File: src/rtl/gb_host_arb_pkg.sv
// Shared definitions for the ghostbus host arbiter: requester count, FSM state
// encodings and a one-hot helper.
package gb_host_arb_pkg;

    localparam int NREQ = 2;

    typedef enum logic [1:0] {
        ST_IDLE  = 2'd0,
        ST_ISSUE = 2'd1,
        ST_WAIT  = 2'd2,
        ST_DONE  = 2'd3
    } arb_state_e;

    function automatic logic [NREQ-1:0] idx_to_onehot(input logic idx);
        return idx ? 2'b10 : 2'b01;
    endfunction

endpackage

File: src/rtl/gb_host_arb_rr_pick.sv
// Combinational two-way round-robin picker with optional owner lock override.
// ptr holds the last winner; on a tie the other requester wins.
module gb_rr_pick
    import gb_host_arb_pkg::*;
(
    input  logic [NREQ-1:0] req,
    input  logic            ptr,
    input  logic            lock_vld,
    input  logic            lock_id,
    output logic [NREQ-1:0] gnt,
    output logic            win
);

    always_comb begin
        win = 1'b0;
        gnt = '0;
        if (lock_vld && req[lock_id]) begin
            win = lock_id;
        end else if (req[0] && req[1]) begin
            win = ~ptr;
        end else begin
            win = req[1];
        end
        if (|req) begin
            gnt = idx_to_onehot(win);
        end
    end

endmodule

File: src/rtl/gb_host_arb.sv
// Two-requester ghostbus host arbiter: round-robin grant, one transaction in flight,
// fixed read latency RD. Define GHOSTBUS_ARB_LOCK_EN to honour m_lock.
module gb_host_arb
    import gb_host_arb_pkg::*;
#(
    parameter int AW = 24,
    parameter int DW = 32,
    parameter int RD = 8
) (
    input  logic            gb_clk,
    input  logic            gb_rst,
    input  logic [1:0]      m_req,
    input  logic [1:0]      m_we,
    input  logic [2*AW-1:0] m_addr,
    input  logic [2*DW-1:0] m_wdata,
    input  logic [1:0]      m_lock,
    output logic [1:0]      m_ack,
    output logic [DW-1:0]   m_rdata,
    output logic [1:0]      m_gnt,
    output logic [AW-1:0]   gb_addr,
    output logic [DW-1:0]   gb_wdata,
    output logic            gb_wen,
    output logic            gb_rstb,
    input  logic [DW-1:0]   gb_rdata
);

`ifdef GHOSTBUS_ARB_LOCK_EN
    localparam bit LOCK_EN = 1'b1;
`else
    localparam bit LOCK_EN = 1'b0;
`endif

    // A zero-latency build still needs a legal (unused) counter width.
    localparam int CW = (RD > 0) ? $clog2(RD + 1) : 1;

    logic [AW-1:0] addr_arr  [NREQ];
    logic [DW-1:0] wdata_arr [NREQ];

    generate
        for (genvar gi = 0; gi < NREQ; gi++) begin : g_split
            assign addr_arr[gi]  = m_addr[gi*AW +: AW];
            assign wdata_arr[gi] = m_wdata[gi*DW +: DW];
        end
    endgenerate

    arb_state_e      state_q, state_d;
    logic [1:0]      gnt_q, gnt_d;
    logic            ptr_q, ptr_d;
    logic            we_q, we_d;
    logic [AW-1:0]   addr_q, addr_d;
    logic [DW-1:0]   wdata_q, wdata_d;
    logic [DW-1:0]   rdata_q, rdata_d;
    logic [CW-1:0]   cnt_q, cnt_d;
    logic            lock_vld_q, lock_vld_d;
    logic            lock_id_q, lock_id_d;

    logic [1:0]      pick_gnt;
    logic            pick_win;

    gb_rr_pick u_pick (
        .req      (m_req),
        .ptr      (ptr_q),
        .lock_vld (lock_vld_q && LOCK_EN),
        .lock_id  (lock_id_q),
        .gnt      (pick_gnt),
        .win      (pick_win)
    );

    always_comb begin
        state_d    = state_q;
        gnt_d      = gnt_q;
        ptr_d      = ptr_q;
        we_d       = we_q;
        addr_d     = addr_q;
        wdata_d    = wdata_q;
        rdata_d    = rdata_q;
        cnt_d      = cnt_q;
        lock_vld_d = lock_vld_q;
        lock_id_d  = lock_id_q;
        case (state_q)
            ST_IDLE: begin
                if (|m_req) begin
                    gnt_d   = pick_gnt;
                    ptr_d   = pick_win;
                    we_d    = m_we[pick_win];
                    addr_d  = addr_arr[pick_win];
                    wdata_d = wdata_arr[pick_win];
                    // A non-owner served while a lock is held cannot take the lock.
                    if (!(lock_vld_q && (pick_win != lock_id_q))) begin
                        lock_vld_d = m_lock[pick_win];
                        lock_id_d  = pick_win;
                    end
                    state_d = ST_ISSUE;
                end
            end
            ST_ISSUE: begin
                if (we_q) begin
                    state_d = ST_DONE;
                end else if (RD == 0) begin
                    rdata_d = gb_rdata;
                    state_d = ST_DONE;
                end else begin
                    cnt_d   = CW'(1);
                    state_d = ST_WAIT;
                end
            end
            ST_WAIT: begin
                if (cnt_q == CW'(RD)) begin
                    rdata_d = gb_rdata;
                    state_d = ST_DONE;
                end else begin
                    cnt_d = cnt_q + CW'(1);
                end
            end
            ST_DONE: begin
                gnt_d   = '0;
                state_d = ST_IDLE;
            end
            default: state_d = ST_IDLE;
        endcase
    end

    always_ff @(posedge gb_clk) begin
        if (gb_rst) begin
            state_q    <= ST_IDLE;
            gnt_q      <= '0;
            ptr_q      <= 1'b1;
            we_q       <= 1'b0;
            addr_q     <= '0;
            wdata_q    <= '0;
            rdata_q    <= '0;
            cnt_q      <= '0;
            lock_vld_q <= 1'b0;
            lock_id_q  <= 1'b0;
        end else begin
            state_q    <= state_d;
            gnt_q      <= gnt_d;
            ptr_q      <= ptr_d;
            we_q       <= we_d;
            addr_q     <= addr_d;
            wdata_q    <= wdata_d;
            rdata_q    <= rdata_d;
            cnt_q      <= cnt_d;
            lock_vld_q <= lock_vld_d;
            lock_id_q  <= lock_id_d;
        end
    end

    assign gb_wen   = (state_q == ST_ISSUE) && we_q;
    assign gb_rstb  = (state_q == ST_ISSUE) && !we_q;
    assign m_ack    = (state_q == ST_DONE) ? gnt_q : 2'b00;
    assign m_gnt    = gnt_q;
    assign gb_addr  = addr_q;
    assign gb_wdata = wdata_q;
    assign m_rdata  = rdata_q;

endmodule

File: config.mk
export PLATFORM = sky130hd
export DESIGN_NAME = gb_host_arb
export DESIGN_NICKNAME = d
export VERILOG_FILES = /design/src/rtl/gb_host_arb_pkg.sv /design/src/rtl/gb_host_arb_rr_pick.sv /design/src/rtl/gb_host_arb.sv
export SDC_FILE = /design/constraint.sdc
export NUM_CORES = 1
export LEC_CHECK = 0
export ABC_AREA = 1
export CAP_MARGIN = 20
export CELL_PAD_IN_SITES_DETAIL_PLACEMENT = 1
export CELL_PAD_IN_SITES_GLOBAL_PLACEMENT = 1
export CORE_MARGIN = 2
export CORE_UTILIZATION = 27
export CTS_BUF_LIST = sky130_fd_sc_hd__clkbuf_4 sky130_fd_sc_hd__clkbuf_8 sky130_fd_sc_hd__clkbuf_16
export CTS_CLUSTER_SIZE = 16
export DETAILED_ROUTE_END_ITERATION = 6
export GPL_TIMING_DRIVEN = 0
export PLACE_DENSITY = 0.89
export SLEW_MARGIN = 10
export SYNTH_ARGS = -nofsm -noshare
export SYNTH_HDL_FRONTEND = slang
export SYNTH_SLANG_ARGS = --single-unit
File: constraint.sdc
create_clock -name gb_clk -period 4.3 [get_ports gb_clk]
set_input_delay 0.86 -clock gb_clk [delete_from_list [all_inputs] [get_ports gb_clk]]
set_output_delay 0.86 -clock gb_clk [all_outputs]
set_load 0.02 [all_outputs]
==> results of run 1 <==
==> registers in the layout, indices dropped and copies added, names as in the netlist <==
register and cells:
gb_wdata 32, cnt_q 4, ptr_q 1, gb_addr 24
we_q 1, m_rdata 32, m_gnt 2, state_q 2
==> kinds of logic (layout without fill, tap and decap cells) <==
group,Yosys count,after routing,share of synthesized area [%]
AOI/OAI and AO/OA,177,177,21.0
adders and majority gates,6,6,1.74
buffers and inverters,92,348,9.95
DFF,98,98,45.5
and+or+nand+nor,240,240,21.8
==> routing by layer <==
metal	GRT usage [%]	wire (microns)	up-vias
li1	-	-	2477
met1	21.5	6470	2269
met2	33.6	7900	167
met3	7.53	1510	30
met4	8.76	531	0
met5	0	0	-
==> per-stage QoR <==
| step | instance area (sq um) | util [%] | power [mW] | instances |
|---|---|---|---|---|
| 2_1_floorplan | 4310 | - | 2.37 | 613 |
| 3_3_place_gp | 7000 | 44.4 | 3.21 | 1070 |
| 3_5_place_dp | 7000 | 44.4 | 3.25 | 1070 |
| 4_1_cts | 7260 | 46.1 | 4.04 | 1085 |
| 5_1_grt | 7260 | 46.1 | 4.28 | 1085 |
| 6_report | 7260 | 46.1 | 3.98 | 1085 |
==> worst paths after layout <==
kind                                                 end  slack, ns  cells after the start
worst max-delay path                              gb_wen       1.66                      5
worst min register to register  m_rdata[18]$_SDFFE_PP0P_       0.44                      2
worst max register to register   gb_addr[2]$_SDFFE_PP0P_       2.49                      9
worst min-delay path            m_rdata[18]$_SDFFE_PP0P_       0.44                      2
==> Yosys cell counts <==
cell	n	area (sq um)
nand2_1	160	601
dfxtp_1	98	1960
a21oi_1	95	475
o21ai_0	67	335
nor2_1	54	203
inv_1	48	180
nand3_1	21	105
clkbuf_1	18	67.6
buf_2	13	65.1
o21ai_1	10	50.1
buf_6	8	90.1
ha_1	6	75.1
buf_4	2	15.0
inv_2	2	7.51
nand2_2	2	12.5
nand4_1	2	12.5
o211ai_1	2	15.0
a21boi_0	1	7.51
buf_1	1	3.75
nand3b_1	1	7.51
o21ai_4	1	16.3
o21bai_1	1	7.51
==> power breakdown <==
part	switching, mW	total, mW	internal, mW
Combinational	1.08	1.92	0.845
Clock	0.373	0.764	0.392
Sequential	0.138	1.29	1.16
==> area by class of cell <==
class,count,area (sq um),share of cell area (%)
multi-input combinational,423,1920,26.5
clock buffer,9,225,3.10
sequential,98,1960,27.0
inverter,50,188,2.58
clock inverter,6,42.5,0.586
buffer,42,241,3.32
timing repair buffer,241,2410,33.2
tap,216,270,3.72
==> critical path: stages, from the launching register on <==
cell and delay (ns):
dfxtp_1 0.35, inv_1 0.09, ha_1 0.21, nand2_1 0.07
inv_1 0.08, clkdlybuf4s50_1 0.62
==> results.txt, run 1 <==
Syn. warnings - 0
Core ar. - 15800 sq um
DR DRC count - 0
die area - 17000 sq um
Max VDD drop - 0.259 mV
clock root buffer - clkbuf_16
clk buf depth - 2
RSZ-0062 raised after global routing - no
Final Hold Fails - 0
critical path capture point type - primary output
setup_tns - 0 ns
Detail Placement HPWL - 13100 microns
Place WS - 1.63 ns
initial core utilization - 27.4%
vias per inst - 4.56
post-layout min period - 2.64 ns
Chip Width - 130 microns
hold_buf cts - 0
Slew Viols, Final - 0
CTS tree - built
first-pass GRT wire length - 25600 microns
power per cell area - 548 nW/um^2
Required @ worst endpoint - 3.44 ns
HP Class - register to register
layout cells sized above 1 - 4.95%
post-synthesis net count - 771
syn avg cell area - 7.04 sq um
worst flop-to-flop path startpoint - state_q[0]$_SDFFE_PP0P_
period utilization - 61.3%
die height - 130 microns
ANT cells - 0
Netlist cell types - 22
synthesis-stage register bit count - 98
Synth-to-Final Area Change - 68.4%
clock sinks - 98
pin count of the biggest net entering global routing - 17
Final ANT Viol Nets - 0
Final #Nets - 1023
DRT iter0 DRCs - 152
final worst clock skew - 0.0119 ns
crit path from - state_q[1]$_SDFFE_PP0P_
fill count - 1967
Critical Path Source Type - register
I/O pins - 246
crit path DAT - 1.78 ns
P_leak - 2.91 nW
PortBufs - 241
clk slew on worst S/H paths - 0.07 ns
Pre-antenna DRT Iters - 4
Setup violations, final - 0
Total GRT Usage - 19.5%
Routed WL - 16400 microns
GRT overflow - 0
worst-margin pin slew - 0.540 ns
most frequent cells in the layout - clkdlybuf4s50_1 (241), nand2_1 (160), dfxtp_1 (98)
Seq/Total Area, Yosys - 45.5%
worst-path fanout max - 5
WL per Instance - 15.1 microns
Setup Buffers After CTS - 0
cts repair resizes - 0
GPL Wtd Cong - 0.834
vias after detailed routing - 4943
Clock Latency Late Sink - 0.36 ns
outcome - finished, final reports clean
vias in the first global route - 4968
Final WS setup - 1.66 ns
Syn Inst Count - 613
CTS H-tree lvls - 3
synthesized area - 4310 sq um
initial antenna violation count - 0
max_slew headroom - 64.0%
maximum clock rate - 379 MHz
Max Cap Viol - 0
most common cell after layout, fill and taps aside - clkdlybuf4s50_1
cts bufs inserted - 9
Worst Hold Launch - m_rdata[18]$_SDFFE_PP0P_
Fin Hold WS - 0.443 ns
row cnt - 46
Setup Crit Path Kind - register to primary output
(Power assumes the default switching activity.)
==> inputs of run 2 (changes only) <==
CORE_UTILIZATION = 23   (was 27)
PLACE_DENSITY = 0.81   (was 0.89)
clock period = 2.37 ns   (was 4.3 ns; I/O delays follow)
==> results.txt, run 2 (synthesis gave the netlist of run 1 again) <==
die height - 141 microns
clk slew on worst S/H paths - 0.07 ns
HP Class - primary input to register
CP top delay family - buffers and inverters
first-pass GRT wire length - 26900 microns
setup_tns - 0 ns
most frequent cells in the layout - clkdlybuf4s50_1 (241), nand2_1 (160), dfxtp_1 (98)
crit path from - state_q[0]$_SDFFE_PP0P_
CTS H-tree lvls - 3
Layout Cells excl Fill - 1106
Worst path depth - 4
Max VDD drop - 0.372 mV
I/O pins - 246
die area - 19900 sq um
Tot Pwr - 7.40 mW
Multi-input gate area - 1920 sq um
clock sinks - 98
Required @ worst endpoint - 1.90 ns
P_leak - 2.93 nW
final worst clock skew - 0.00730 ns
critical path capture point type - primary output
CTS tree - built
Setup Buffers After CTS - 0
maximum clock rate - 446 MHz
Routed WL - 16900 microns
cts bufs inserted - 9
Fin Hold WS - 0.432 ns
DRT iter0 DRCs - 176
DR DRC count - 0
worst flop-to-flop path startpoint - state_q[0]$_SDFFE_PP0P_
fin area - 7340 sq um
worst r2r path cells - 8
clock root buffer - clkbuf_16
GRT overflow - 0
row cnt - 50
Pre-antenna DRT Iters - 4
Clock Latency Late Sink - 0.34 ns
power per cell area - 1010 nW/um^2
most common cell after layout, fill and taps aside - clkdlybuf4s50_1
CP Buf/Inv Count - 2
Final #Nets - 1023
post-layout min period - 2.24 ns
period utilization - 94.5%
initial core utilization - 23.2%
fill count - 2326
worst-path fanout max - 5
Core ar. - 18600 sq um
Synth-to-Final Area Change - 70.1%
Setup Crit Path Kind - register to primary output
pin count of the biggest net entering global routing - 17
Slew Viols, Final - 0
Detail Placement HPWL - 13300 microns
critical-path cell list - ha_1, inv_1, nor2_1, clkdlybuf4s50_1
crit path DAT - 1.77 ns
Critical Path Source Type - register
Chip Width - 141 microns
CP max stage delay - 0.63 ns
WL per Instance - 15.3 microns
R2R Setup Slk - 0.56 ns
max_slew headroom - 66.0%
placed cells - 1088
vias per inst - 4.38
hold_buf cts - 0
Storage cell area - 1960 sq um
worst-margin pin slew - 0.511 ns
Final Hold Fails - 0
Total GRT Usage - 17.2%
Setup violations, final - 0
vias in the first global route - 5133
PortBufs - 241
layout cells sized above 1 - 5.06%
R2R Path End - gb_wdata[12]$_SDFFE_PP0P_
initial antenna violation count - 2
slowest CP cell - clkdlybuf4s50_1
Post-Place Cell Area - 7020 sq um
GPL Wtd Cong - 0.778
Final ANT Viol Nets - 0
CP Capture Point - gb_rstb
clk buf depth - 2
Max Cap Viol - 0
cts repair resizes - 0
vias after detailed routing - 4848
RSZ-0062 raised after global routing - no
outcome - finished, final reports clean
[run 2: cell types whose count changed in the layout (fill, tap and decap cells not counted), sizes merged]
cell,change
bufinv,+1
diode,+2
clkinvlp,-2
clkinv,+1
clkbuf,+2
inv,-1
[run 2: cell type report]
cell class / instances / share of cell area (%)
Antenna cell: 2 / 0.0682
Buffer: 42 / 3.29
Clock buffer: 11 / 3.44
Clock inverter: 5 / 0.835
Inverter: 50 / 2.56
Multi-Input combinational cell: 423 / 26.2
Sequential cell: 98 / 26.7
Tap cell: 234 / 3.99
Timing Repair Buffer: 241 / 32.9
[run 2: how the worst min path moves through the flow]
stage	startpoint	endpoint	slack (ns)	cells after the start
2_1_floorplan	ptr_q$_SDFFE_PP1P_	ptr_q$_SDFFE_PP1P_	0.45	2
3_3_place_gp	m_rdata[7]$_SDFFE_PP0P_	m_rdata[7]$_SDFFE_PP0P_	0.43	2
3_5_place_dp	m_rdata[7]$_SDFFE_PP0P_	m_rdata[7]$_SDFFE_PP0P_	0.44	2
4_1_cts	gb_rst	gb_addr[13]$_SDFFE_PP0P_	0.42	2
5_1_grt	gb_rst	gb_addr[13]$_SDFFE_PP0P_	0.43	2
6_report	gb_rst	gb_addr[13]$_SDFFE_PP0P_	0.43	2
[run 2: power breakdown]
group	internal (mW)	total, mW	switching [mW]
sequential	2.10	2.36	0.262
combinational	1.53	3.48	1.95
clock	0.883	1.56	0.673
total	4.51	7.40	2.88
[run 2: metal layers]
layer  vias up  global-route usage [%]  wire [microns]
li1       2476                       -               -
met2       161                    29.1            7890
met5         -                       0               0
met4         0                    5.16             340
met3        17                    6.96            1460
met1      2194                    19.9            7200
[run 2: metrics by stage]
step	util, %	setup WS, ns
final	39.5	0.130
after global routing	39.5	0.0119
after CTS	39.5	0.113
after detailed placement	37.8	0.127
after global placement	37.8	0.132
after floorplan	-	0.915
==> inputs of run 3 (changes only) <==
ABC_AREA = default   (was 1)
CORE_MARGIN = 3   (was 2)
CORE_UTILIZATION = 24   (was 23)
PLACE_DENSITY = 0.82   (was 0.81)
==> results.txt, run 3 <==
Detail Placement HPWL - 12100 microns
fin area - 7170 sq um
most common cell after layout, fill and taps aside - clkdlybuf4s50_1
die height - 138 microns
CP Buf/Inv Count - 2
post-synthesis net count - 625
Pre-antenna DRT Iters - 4
CP max stage delay - 0.65 ns
Synth-to-Final Area Change - 71.4%
maximum clock rate - 444 MHz
top-count cell post-synth - dfxtp_1
Setup Buffers After CTS - 0
vias in the first global route - 4422
layout cells sized above 1 - 4.28%
most frequent cells in the layout - clkdlybuf4s50_1 (241), dfxtp_1 (98), nand2_1 (66)
Required @ worst endpoint - 1.90 ns
syn avg cell area - 8.96 sq um
Max VDD drop - 0.405 mV
final worst clock skew - 0.00874 ns
GRT overflow - 0
GPL Wtd Cong - 0.809
Core ar. - 16800 sq um
critical-path cell list - inv_1, ha_1, nor2b_1, clkdlybuf4s50_1
vias per inst - 4.56
Final #Nets - 878
initial core utilization - 24.9%
share of the synthesized area in the top cell type - 46.9%
Synth top cells by count - dfxtp_1 (98), nand2_1 (66), a21oi_1 (51), a211oi_1 (47), nor2_1 (47)
Syn Inst Count - 467
Netlist cell types - 37
I/O pins - 246
die area - 19100 sq um
worst-margin pin slew - 0.573 ns
ANT cells - 0
slowest CP cell - clkdlybuf4s50_1
Setup Crit Path Kind - register to primary output
Post-Place Cell Area - 6880 sq um
Tot Pwr - 6.27 mW
WL per Instance - 16.1 microns
Syn. warnings - 0
cts bufs inserted - 9
Slew Viols, Final - 0
clk slew on worst S/H paths - 0.07 ns
critical path capture point type - primary output
synthesis-stage register bit count - 98
cell type with the largest total area after synthesis - dfxtp_1
power per cell area - 874 nW/um^2
Layout Cells excl Fill - 945
RSZ-0062 raised after global routing - no
row cnt - 47
period utilization - 95.0%
Total GRT Usage - 15.3%
clock sinks - 98
clk buf depth - 2
Setup violations, final - 0
crit path DAT - 1.78 ns
Place WS - 0.0708 ns
top post-synthesis cells by area - dfxtp_1 (47%), mux2i_1 (11%), a211oi_1 (8.4%), a21oi_1 (6.1%), nand2_1 (5.9%)
CTS H-tree lvls - 3
Post-synth EDFFs - 0
setup_tns - 0 ns
Final ANT Viol Nets - 0
Fin Hold WS - 0.454 ns
CTS tree - built
synthesized area - 4190 sq um
Final Hold Fails - 0
worst-path fanout max - 5
CP top delay family - buffers and inverters
post-layout min period - 2.25 ns
Clock Latency Late Sink - 0.34 ns
fin util - 42.7%
HP Class - register to register
Max Cap Viol - 0
cts repair resizes - 1
Storage cell area - 1960 sq um
hold_buf cts - 0
clock root buffer - clkbuf_16
fraction of registers with async set/reset - 0%
P_leak - 2.56 nW
Routed WL - 15200 microns
max_slew headroom - 61.8%
placed cells - 929
outcome - finished, final reports clean
first-pass GRT wire length - 23700 microns
PortBufs - 242
Chip Width - 138 microns
Final WS setup - 0.118 ns
fill count - 1942
Multi-input gate area - 1990 sq um
Top FF cell, synth - dfxtp_1
pin count of the biggest net entering global routing - 16
DR DRC count - 0
vias after detailed routing - 4305
DRT iter0 DRCs - 128
Seq/Total Area, Yosys - 46.9%
Critical Path Source Type - register
initial antenna violation count - 0
==> run 3: cell types whose count changed after synthesis, sizes merged, moves of 11 or more <==
cell | before | now
inv | 50 | 5
buf | 24 | 13
a32oi | 0 | 12
a211oi | 0 | 47
nand2 | 162 | 66
mux2i | 0 | 46
a21oi | 95 | 51
o21ai | 78 | 3
==> run 3: final cells by class <==
class | count | share of cell area, %
Timing Repair Buffer | 242 | 33.7
Multi-Input combinational cell | 323 | 27.7
Inverter | 5 | 0.262
Tap cell | 220 | 3.84
Buffer | 41 | 3.05
Sequential cell | 98 | 27.3
Clock buffer | 13 | 3.73
Clock inverter | 3 | 0.331
==> run 3: final timing paths <==
check                           start                       end  slack [ns]  cells past startpoint
max           state_q[1]$_SDFFE_PP0P_                   gb_rstb        0.12                      4
min          m_rdata[26]$_SDFFE_PP0P_  m_rdata[26]$_SDFFE_PP0P_        0.45                      2
max reg2reg   state_q[0]$_SDFFE_PP0P_   m_rdata[2]$_SDFFE_PP0P_        0.34                      7
min reg2reg  m_rdata[26]$_SDFFE_PP0P_  m_rdata[26]$_SDFFE_PP0P_        0.45                      2
==> run 3: kinds of logic (layout without fill, tap and decap cells) <==
logic type      Yosys count  in the layout  synth area share (%)
mux                      46             46                  11.0
simple gates            150            150                  15.7
fa+ha+maj                 6              6                  1.79
flops                    98             98                  46.9
buf+inv                  46            304                  5.68
compound gates          121            121                  18.9
==> run 3: per-layer routing <==
layer  global-route usage (%)  share of wire [%]  vias up
li1                         -                  -     2167
met1                     18.3                 43     1964
met2                     26.3                 48      163
met3                     5.49                8.0       11
met4                     4.00                1.0        0
met5                        0                  0        -
==> run 3: worst reg2reg max path: cells and delay by family (launching register included) <==
kind	cells	cell delay (ns)
and+or+nand+nor	2	0.45
adders and majority gates	1	0.22
DFF	1	0.39
AOI/OAI and AO/OA	1	0.17
buffers and inverters	3	0.74
==> run 3: power by group <==
group / leakage, nW / total [mW] / switching (mW) / internal, mW
combinational: 1.62 / 2.66 / 1.45 / 1.22
sequential: 0.804 / 2.17 / 0.192 / 1.98
clock: 0.139 / 1.44 / 0.639 / 0.796
total: 2.56 / 6.27 / 2.28 / 3.99
